===== src/rtl/hub75_rx.sv =====
// hub75_rx: HUB75 sink that oversamples driver signals, assembles each latched line and streams it as WIDTH pixel beats.
// Optional on-time counter enabled by defining HUB75_RX_OE_COUNT_EN (oe_cycles tied to 0 otherwise).
module hub75_rx #(
  parameter int WIDTH       = 32,
  parameter int ROW_BITS    = 4,
  parameter int SYNC_STAGES = 2
) (
  input  logic                       clk,
  input  logic                       rst,
  input  logic                       mat_r0,
  input  logic                       mat_g0,
  input  logic                       mat_b0,
  input  logic                       mat_r1,
  input  logic                       mat_g1,
  input  logic                       mat_b1,
  input  logic [ROW_BITS-1:0]        mat_row,
  input  logic                       mat_clk,
  input  logic                       mat_lat,
  input  logic                       mat_oe,
  output logic                       pix_valid,
  input  logic                       pix_ready,
  output logic [$clog2(WIDTH)-1:0]   pix_x,
  output logic [ROW_BITS-1:0]        pix_row,
  output logic [2:0]                 pix_rgb0,
  output logic [2:0]                 pix_rgb1,
  output logic [$clog2(WIDTH):0]     line_len,
  output logic                       line_done,
  output logic                       line_long,
  output logic                       line_drop,
  output logic [15:0]                oe_cycles
);
  localparam int XW = $clog2(WIDTH);
  localparam int IW = ROW_BITS + 8;
  typedef enum logic {IDLE, STREAM} state_t;
  state_t state_q, state_d;
  logic [IW-1:0] sync_q [SYNC_STAGES];
  logic [IW-1:0] s;
  logic [5:0] s_data;
  logic [ROW_BITS-1:0] s_row;
  logic s_clk, s_lat, clk_prev, lat_prev, clk_rise, lat_rise;
  logic [5:0] cap_buf [WIDTH];
  logic [5:0] out_buf [WIDTH];
  logic [WIDTH-1:0] mask, mask_nxt;
  logic [XW:0] col, col_nxt;
  logic long_q, long_nxt, cap_wr, cap_ovf, commit, drop, last_beat;
  // data, row, shift clock and latch share one synchronizer so they stay aligned
  assign s        = sync_q[SYNC_STAGES-1];
  assign s_data   = s[5:0];
  assign s_row    = s[6 +: ROW_BITS];
  assign s_clk    = s[ROW_BITS+6];
  assign s_lat    = s[ROW_BITS+7];
  assign clk_rise = s_clk & ~clk_prev;
  assign lat_rise = s_lat & ~lat_prev;
  // synchronizer chain plus one flop for edge detection
  always_ff @(posedge clk or negedge rst) begin
    if (!rst) begin
      for (int i = 0; i < SYNC_STAGES; i++) sync_q[i] <= '0;
      clk_prev <= 1'b0;
      lat_prev <= 1'b0;
    end else begin
      sync_q[0] <= {mat_lat, mat_clk, mat_row, mat_r0, mat_g0, mat_b0, mat_r1, mat_g1, mat_b1};
      for (int i = 1; i < SYNC_STAGES; i++) sync_q[i] <= sync_q[i-1];
      clk_prev <= s_clk;
      lat_prev <= s_lat;
    end
  end
  // capture bookkeeping including any shift edge that coincides with a latch
  always_comb begin
    cap_wr    = clk_rise && (col < (XW+1)'(WIDTH));
    cap_ovf   = clk_rise && (col == (XW+1)'(WIDTH));
    col_nxt   = col + (XW+1)'(cap_wr);
    long_nxt  = long_q | cap_ovf;
    mask_nxt  = mask | (WIDTH'(cap_wr) << col);
    commit    = lat_rise && (state_q == IDLE);
    drop      = lat_rise && (state_q == STREAM);
    last_beat = pix_ready && (pix_x == XW'(WIDTH-1));
  end
  // column capture; a latch clears the working line whether committed or dropped
  always_ff @(posedge clk or negedge rst) begin
    if (!rst) begin
      for (int i = 0; i < WIDTH; i++) cap_buf[i] <= '0;
      col    <= '0;
      mask   <= '0;
      long_q <= 1'b0;
    end else begin
      if (cap_wr) cap_buf[col[XW-1:0]] <= s_data;
      col    <= lat_rise ? '0 : col_nxt;
      mask   <= lat_rise ? '0 : mask_nxt;
      long_q <= lat_rise ? 1'b0 : long_nxt;
    end
  end
  // commit copies the line into the stream buffer; unfilled columns read as zero
  always_ff @(posedge clk or negedge rst) begin
    if (!rst) begin
      for (int i = 0; i < WIDTH; i++) out_buf[i] <= '0;
      pix_row   <= '0;
      line_len  <= '0;
      line_long <= 1'b0;
      line_done <= 1'b0;
      line_drop <= 1'b0;
    end else begin
      line_done <= commit;
      line_drop <= drop;
      if (commit) begin
        for (int i = 0; i < WIDTH; i++)
          out_buf[i] <= !mask_nxt[i] ? 6'd0 : (cap_wr && col == (XW+1)'(i)) ? s_data : cap_buf[i];
        pix_row   <= s_row;
        line_len  <= col_nxt;
        line_long <= long_nxt;
      end
    end
  end
  // beat index advances on each accepted beat and wraps after the last column
  always_ff @(posedge clk or negedge rst) begin
    if (!rst) pix_x <= '0;
    else if (state_q == STREAM && pix_ready) pix_x <= last_beat ? '0 : pix_x + XW'(1);
  end
  // FSM state register
  always_ff @(posedge clk or negedge rst) begin
    if (!rst) state_q <= IDLE;
    else state_q <= state_d;
  end
  // FSM next state: a latch starts a burst, the last accepted beat ends it
  always_comb begin
    state_d = state_q;
    if (state_q == IDLE && lat_rise) state_d = STREAM;
    if (state_q == STREAM && last_beat) state_d = IDLE;
  end
  // FSM outputs: pixel data only presented while streaming
  always_comb begin
    pix_valid = state_q == STREAM;
    pix_rgb0  = pix_valid ? out_buf[pix_x][5:3] : 3'd0;
    pix_rgb1  = pix_valid ? out_buf[pix_x][2:0] : 3'd0;
  end
`ifdef HUB75_RX_OE_COUNT_EN
  logic [SYNC_STAGES-1:0] oe_sync;
  logic [15:0] oe_cnt;
  // counts displayed cycles since the previous latch, reported on commit
  always_ff @(posedge clk or negedge rst) begin
    if (!rst) begin
      oe_sync   <= '0;
      oe_cnt    <= '0;
      oe_cycles <= '0;
    end else begin
      oe_sync <= {oe_sync[SYNC_STAGES-2:0], mat_oe};
      if (lat_rise) oe_cnt <= '0;
      else if (!oe_sync[SYNC_STAGES-1] && oe_cnt != 16'hFFFF) oe_cnt <= oe_cnt + 16'd1;
      if (commit) oe_cycles <= oe_cnt;
    end
  end
`else
  logic unused_oe;
  assign unused_oe = mat_oe;
  assign oe_cycles = '0;
`endif
endmodule


===== config.mk =====
export PLATFORM = sky130hd
export DESIGN_NAME = hub75_rx
export DESIGN_NICKNAME = d
export VERILOG_FILES = /design/src/rtl/hub75_rx.sv
export SDC_FILE = /design/constraint.sdc
export NUM_CORES = 1
export LEC_CHECK = 0
export ABC_AREA = 1
export BUFFER_PORTS_ARGS = -buffer_cell sky130_fd_sc_hd__buf_4
export CAP_MARGIN = 20
export CORE_ASPECT_RATIO = 2
export CORE_MARGIN = 2
export CORE_UTILIZATION = 40
export CTS_CLUSTER_DIAMETER = 200
export DETAILED_ROUTE_END_ITERATION = 10
export PLACE_DENSITY = 0.56
export SKIP_LAST_GASP = 1
export SYNTH_ARGS = -nofsm -noshare
export SYNTH_HDL_FRONTEND = slang
export SYNTH_SLANG_ARGS = --single-unit

===== constraint.sdc =====
create_clock -name clk -period 2.81 [get_ports clk]
set_input_delay 0.281 -clock clk [delete_from_list [all_inputs] [get_ports clk]]
set_output_delay 0.281 -clock clk [all_outputs]
set_load 0.01 [all_outputs]

## After elaboration in Yosys (flattened, before gate mapping)

Cells that the tools add are included.

- $add $sub $neg: 2
- Order comparisons: 4
- Equality and inequality tests: 33
- Shift operators: 1
- Multiplexer cells: 78
- Bitwise operators: 9
- Reductions and logical operators: 42

Operator list:

| cell | number |
|---|---|
| two-way mux 6 bit | 68 |
| bitwise mux 192 bit | 1 |
| == test 6 x 5 -> 1 bit (second input constant) | 16 |
| == test 6 x 4 -> 1 bit (second input constant) | 8 |
| logical AND 1 bit | 40 |
| two-way mux 32 bit | 1 |
| OR 32 bit | 1 |
| left shift 1 x 6 -> 32 bit | 1 |
| binary-select mux 6 bit (select 5 bit) | 1 |
| demux 6 bit (select 5 bit) | 1 |
| == test 6 x 3 -> 1 bit (second input constant) | 4 |
| == test 6 x 2 -> 1 bit (second input constant) | 2 |
| greater-or-equal comparator 6 bit (second input constant) | 2 |
| inverter 5 -> 6 bit | 2 |
| adder 6 x 1 -> 6 bit | 1 |
| == test 6 x 1 -> 1 bit (second input constant) | 1 |
| == test 6 bit (second input constant) | 1 |
| zero test 6 bit | 1 |
| less-than comparator 6 x 1 -> 1 bit (second input constant) | 1 |
| less-than comparator 6 bit (second input constant) | 1 |
| two-way mux 3 bit | 2 |
| adder 5 x 1 -> 5 bit (second input constant) | 1 |
| == test 5 bit (second input constant) | 1 |
| two-way mux 5 bit | 1 |
| 5 further kinds | 10 |

- Bits in registers: 468
- Output and inout bits: 41

## Logic depth before layout (Yosys ltp)

- Depth after elaboration: 6
- Depth in mapped cells: 13

## Worst setup path after synthesis

OpenSTA, ideal clock, no wires.

- Kind: register to register
- Start point: register col[5]
- End point: register out_buf[144] (netlist name)
- Library setup time: 133 ps
- Arrival time: 1801 ps
- Required time: 2677 ps
- Slack: 877 ps
- Cell stages (with the launch flop): 11
- Buffers on the path: 0
- Period minus slack after synthesis: 1933 ps
- Path through: dfrtp_1 inv_1 nand2_1 inv_1 ha_1 ha_1 ha_1 nand2_1 o21bai_1 nand2_1 o22ai_1

- Longest elaborated chain between the ends: 5
- Elaborated cells between the ends (all ways): 8

Ends and longest elaborated chain:

| what | RTL line | RTL |
|---|---|---|
| start: declaration | 44 | `logic [XW:0] col, col_nxt;` |
| start signal: assignment | 87 | `col <= lat_rise ? '0 : col_nxt;` |
| less-than comparator 6 bit | 69 | `cap_wr = clk_rise && (col < (XW+1)'(WIDTH));` |
| logical AND 1 bit | 69 |  |
| left shift 1 x 6 -> 32 bit or logical AND 1 bit (tied branches) | 73, 106 |  |
| OR 32 bit or two-way mux 6 bit (tied branches) | 73, 106 |  |
| two-way mux 6 bit * | 106 | `out_buf[i] <= !mask_nxt[i] ? 6'd0 : (cap_wr && col == (XW+1)'(i)) ? s_data : cap_buf[i];` |
| end signal: indexed assignment | 106 |  |
| end: declaration | 42 | `logic [5:0] out_buf [WIDTH];` |

Every way passes the cells marked *; elsewhere a longest branch is shown, timed or not.
A chain may end at the register's enable or synchronous reset.

## Final worst setup path

- Start point: register pix_x[0]
- End point: output pix_rgb1[0]

- Longest elaborated chain between the ends: 5

Ends and longest elaborated chain:

| what | RTL line | RTL |
|---|---|---|
| start: declaration | 22 | `output logic [$clog2(WIDTH)-1:0] pix_x,` |
| start signal: assignment | 116 | `else if (state_q == STREAM && pix_ready) pix_x <= last_beat ? '0 : pix_x + XW'(1);` |
| inverter 5 -> 6 bit (not written as such) | 133 | `pix_rgb1 = pix_valid ? out_buf[pix_x][2:0] : 3'd0;` |
| binary-select mux 6 bit (select 5 bit) | 133 |  |
| two-way mux 6 bit (not written as such) (2 in a row) | 133 |  |
| two-way mux 3 bit | 133 |  |
| end: declaration | 25 | `output logic [2:0] pix_rgb1,` |

Every way passes these cells. The select of a mux whose other input is x is not followed.

==> summary.md <==
STA classifies the critical path endpoint as a primary output. The overall power after layout is 18,200 µW, and the switching portion of total power is 33.6%. The logs give 0 ns for the setup TNS after final layout and 0.0117 µW for the leakage power. Number of rows created at floorplan: 115. The cell sitting at the root of the clock tree is a clkbuf_16. The area of the core region was 49,200 µm²; the number of register bits inferred by synthesis was 468. The run gives 33.9% as the share of total power in the clock network.

The run gives 29 as the number of distinct library cells after synthesis. Per report_power, the combinational group accounts for 25.9% of the total. After synthesis the cells add up to 19,900 µm². The max-slew violation count is 0, and the hold violation count in the final report is 0.

For the pin with the worst max-slew slack, the measured transition is 0.694 ns. The logs give 12,100 µW for the internal power and 95,100 µm for the first-pass GRT wire length. The tools report the highest ir drop seen on vdd as 0.687 mV. The overall fraction of global-route tracks in use is 24.5%, and the headroom to the max-slew limit is 53.8%. The count of buffers inserted at the top-level ports was 39. The number of remaining DRC errors is 0, and the number of buffers created by CTS is 41.

Data arrives at the worst endpoint at 2.50 ns. The highest achievable clock rate was 359 MHz; the shortest clock period the worst path allows after layout was 2.78 ns. TritonCTS built the clock tree.

The initial utilization of the core area, before any placement, comes to 40.4%. After synthesis, the mean cell area works out to 8.45 µm². During synthesis, Yosys emitted a total of 0 warnings.

The maximum root-to-sink buffer count was 3; the DRC marker count from the first detailed-route iteration was 1,090. The maximum net fanout on the critical path came out at 25. 57 I/O pins were placed. The number of antenna violations at the first check in global routing was 0. After clock tree synthesis, the clock-pin slew on the worst setup and hold paths is 0.07 ns.

Of the total power, registers draw 40.3%. The number of global-route vias before repair is 15.8k, and the post-detailed-route wirelength per cell is 20.1 µm. Dividing total power by cell area gives a power density of 793 nW/µm². The share of cells above drive strength 1 is 10.1%. The library cell used most frequently in the layout, excluding fill and tap cells, is nand2_1. The clock reaches the later pin of the worst-skew pair after 0.57 ns. The logs give 0.941 for the final weighted congestion of routability-driven global placement and 468 for the clock sink count. The hold path depth was 3; the final core utilization was 46.7%.

The number of placed instances, taps included, is 3,009. After routing the design area is 23,000 µm². The share of the yosys chip area belonging to registers is 58.8%, and the max-capacitance violation count is 0.

For the worst setup path, the data required time is 2.53 ns. The worst setup path is of the flop to primary output kind. In the layout the commonest cells are nand2_1, dfrtp_1, inv_1, o21ai_0, nor2_1.

The global route total overflow was 0; the area after detailed placement was 21,300 µm². The final route contains 15.6k vias. The run finished with clean final reports. The half-perimeter wire length of the detailed placement result was 42,500 µm; the number of H-tree branching levels was 2. Vertical die dimension: 319 µm. The routed wire length was 62,200 µm; the final antenna diode count was 0. The net count of the finished layout is 2,449. The worst hold path belongs to the class primary input to flop. The finished layout holds 3,099 standard cells, fillers aside. Final number of setup-violating endpoints: 0.

The floorplan step defined a die boundary enclosing 51,700 µm². Using the TritonRoute via totals, the vias-per-cell ratio works out to 5.03. The switching power summed over all nets is 6120 µW, and the count of cells along the worst register-to-register path is 11. Entering global routing, the biggest net connects 141 pins. The first detailed-routing pass took 7 iterations. The die width was 162 µm. The detail route stage leaves a number of antenna-violating nets equal to 0. For the final clock skew, the log shows 0.0209 ns. The post-route clock period utilization was 99.1%.

The tools report the number of cells produced by synthesis as 2,355. Area growth from synthesis to final layout: 15.5%. STA classifies the critical path startpoint as a flop.
through the flow:
stage	hold WS (ns)	setup slack (ns)
after floorplan	-0.0146	0.877
after global placement	0.303	0.415
after detailed placement	0.301	0.381
after CTS	0.133	-0.0152
after global routing	0.182	-0.00737
final	0.157	0.0252
path summary, 6_finish.rpt:
path	start	to	slack (ns)
hold reg to reg	sync_q[14]	s[2]	0.34
min in group asynchronous	rst	out_buf[96]	0.27
hold / removal	pix_ready	pix_x[0]	0.16
setup reg to reg	clk_prev	out_buf[41]	0.37
max in group asynchronous	rst	cap_buf[117]	1.52
setup / recovery	pix_x[0]	pix_rgb1[0]	0.03
cell usage after synthesis, drive strengths merged:
cell type | count | area, µm²
and2 | 2 | 12.5
dfrtp | 468 | 11700
buf | 44 | 261
o21bai | 19 | 143
xor2 | 3 | 26.3
conb | 1 | 3.75
o21ai | 321 | 1680
o22ai | 30 | 188
a31o | 2 | 17.5
nand3 | 134 | 676
a21oi | 33 | 165
inv | 314 | 1180
nor3 | 2 | 10.0
clkbuf | 78 | 293
a31oi | 4 | 25.0
ha | 8 | 100
nor2 | 157 | 643
nand2 | 735 | 2770
registers in the layout, indices dropped and copies added (netlist names):
register,count
line_long,1
pix_x,5
lat_prev,1
pix_valid,1
cap_buf,192
line_drop,1
col,6
out_buf,192
s,12
long_q,1
clk_prev,1
line_len,6
line_done,1
mask,32
sync_q,12
pix_row,4
critical path, stage by stage (launching register included):
cell and delay (ns):
dfrtp_4 0.56, clkinv_8 0.13, buf_12 0.18, nand2_1 0.08
nand3_1 0.15, a21oi_4 0.30, nor2_1 0.08, nand2_1 0.08
nand2_1 0.06, nor2_2 0.16, buf_4 0.14
power by group through the flow:
stage / clock, µW / combinational [µW] / sequential, µW
finish: 6180 / 4720 / 7340
detailed placement: 0 / 4460 / 7440
floorplan: 0 / 2350 / 7410
global route: 6540 / 5090 / 7380
global placement: 0 / 4440 / 7420
CTS: 6280 / 4500 / 7320
cell type report:
class                           count  area [µm²]
Fill cell                        4841       26200
Clock inverter                     12         243
Multi-Input combinational cell   1466        6570
Sequential cell                   468       11700
Inverter                          314        1190
Tap cell                          643         805
Timing Repair Buffer              134        1250
Clock buffer                       62        1200
cell families (layout without fill, tap and decap cells):
logic type | Yosys count | in the layout | synth area share [%]
adder cells (fa/ha/maj) | 8 | 8 | 0.503
flip-flops | 468 | 468 | 58.8
AND/OR/NAND/NOR | 1030 | 1030 | 20.6
AO/OA/AOI/OAI | 409 | 409 | 11.2
other | 1 | 16 | 0.0188
XOR/XNOR | 3 | 3 | 0.132
buffers and inverters | 436 | 522 | 8.72
metal layers:
layer / vias up / routed length [µm] / track usage, %
met3: 142 / 2430 / 2.19
met2: 421 / 32200 / 43.6
met4: 0 / 4300 / 14.7
li1: 7428 / - / -
met5: - / 0 / 0
met1: 7584 / 23300 / 28.4
what timing repair did:
| action | CTS | global route |
|---|---|---|
| endpoints found under the hold margin | 71 | 0 |
| setup endpoints to repair | 6 | 6 |
| pin swaps | 0 | 4 |
| gates cloned | 0 | 2 |
| buffers inserted | 0 | 1 |
| hold buffers | 13 | 0 |
| gates resized for setup | 3 | 19 |
Power figures use the tool's default switching activity.
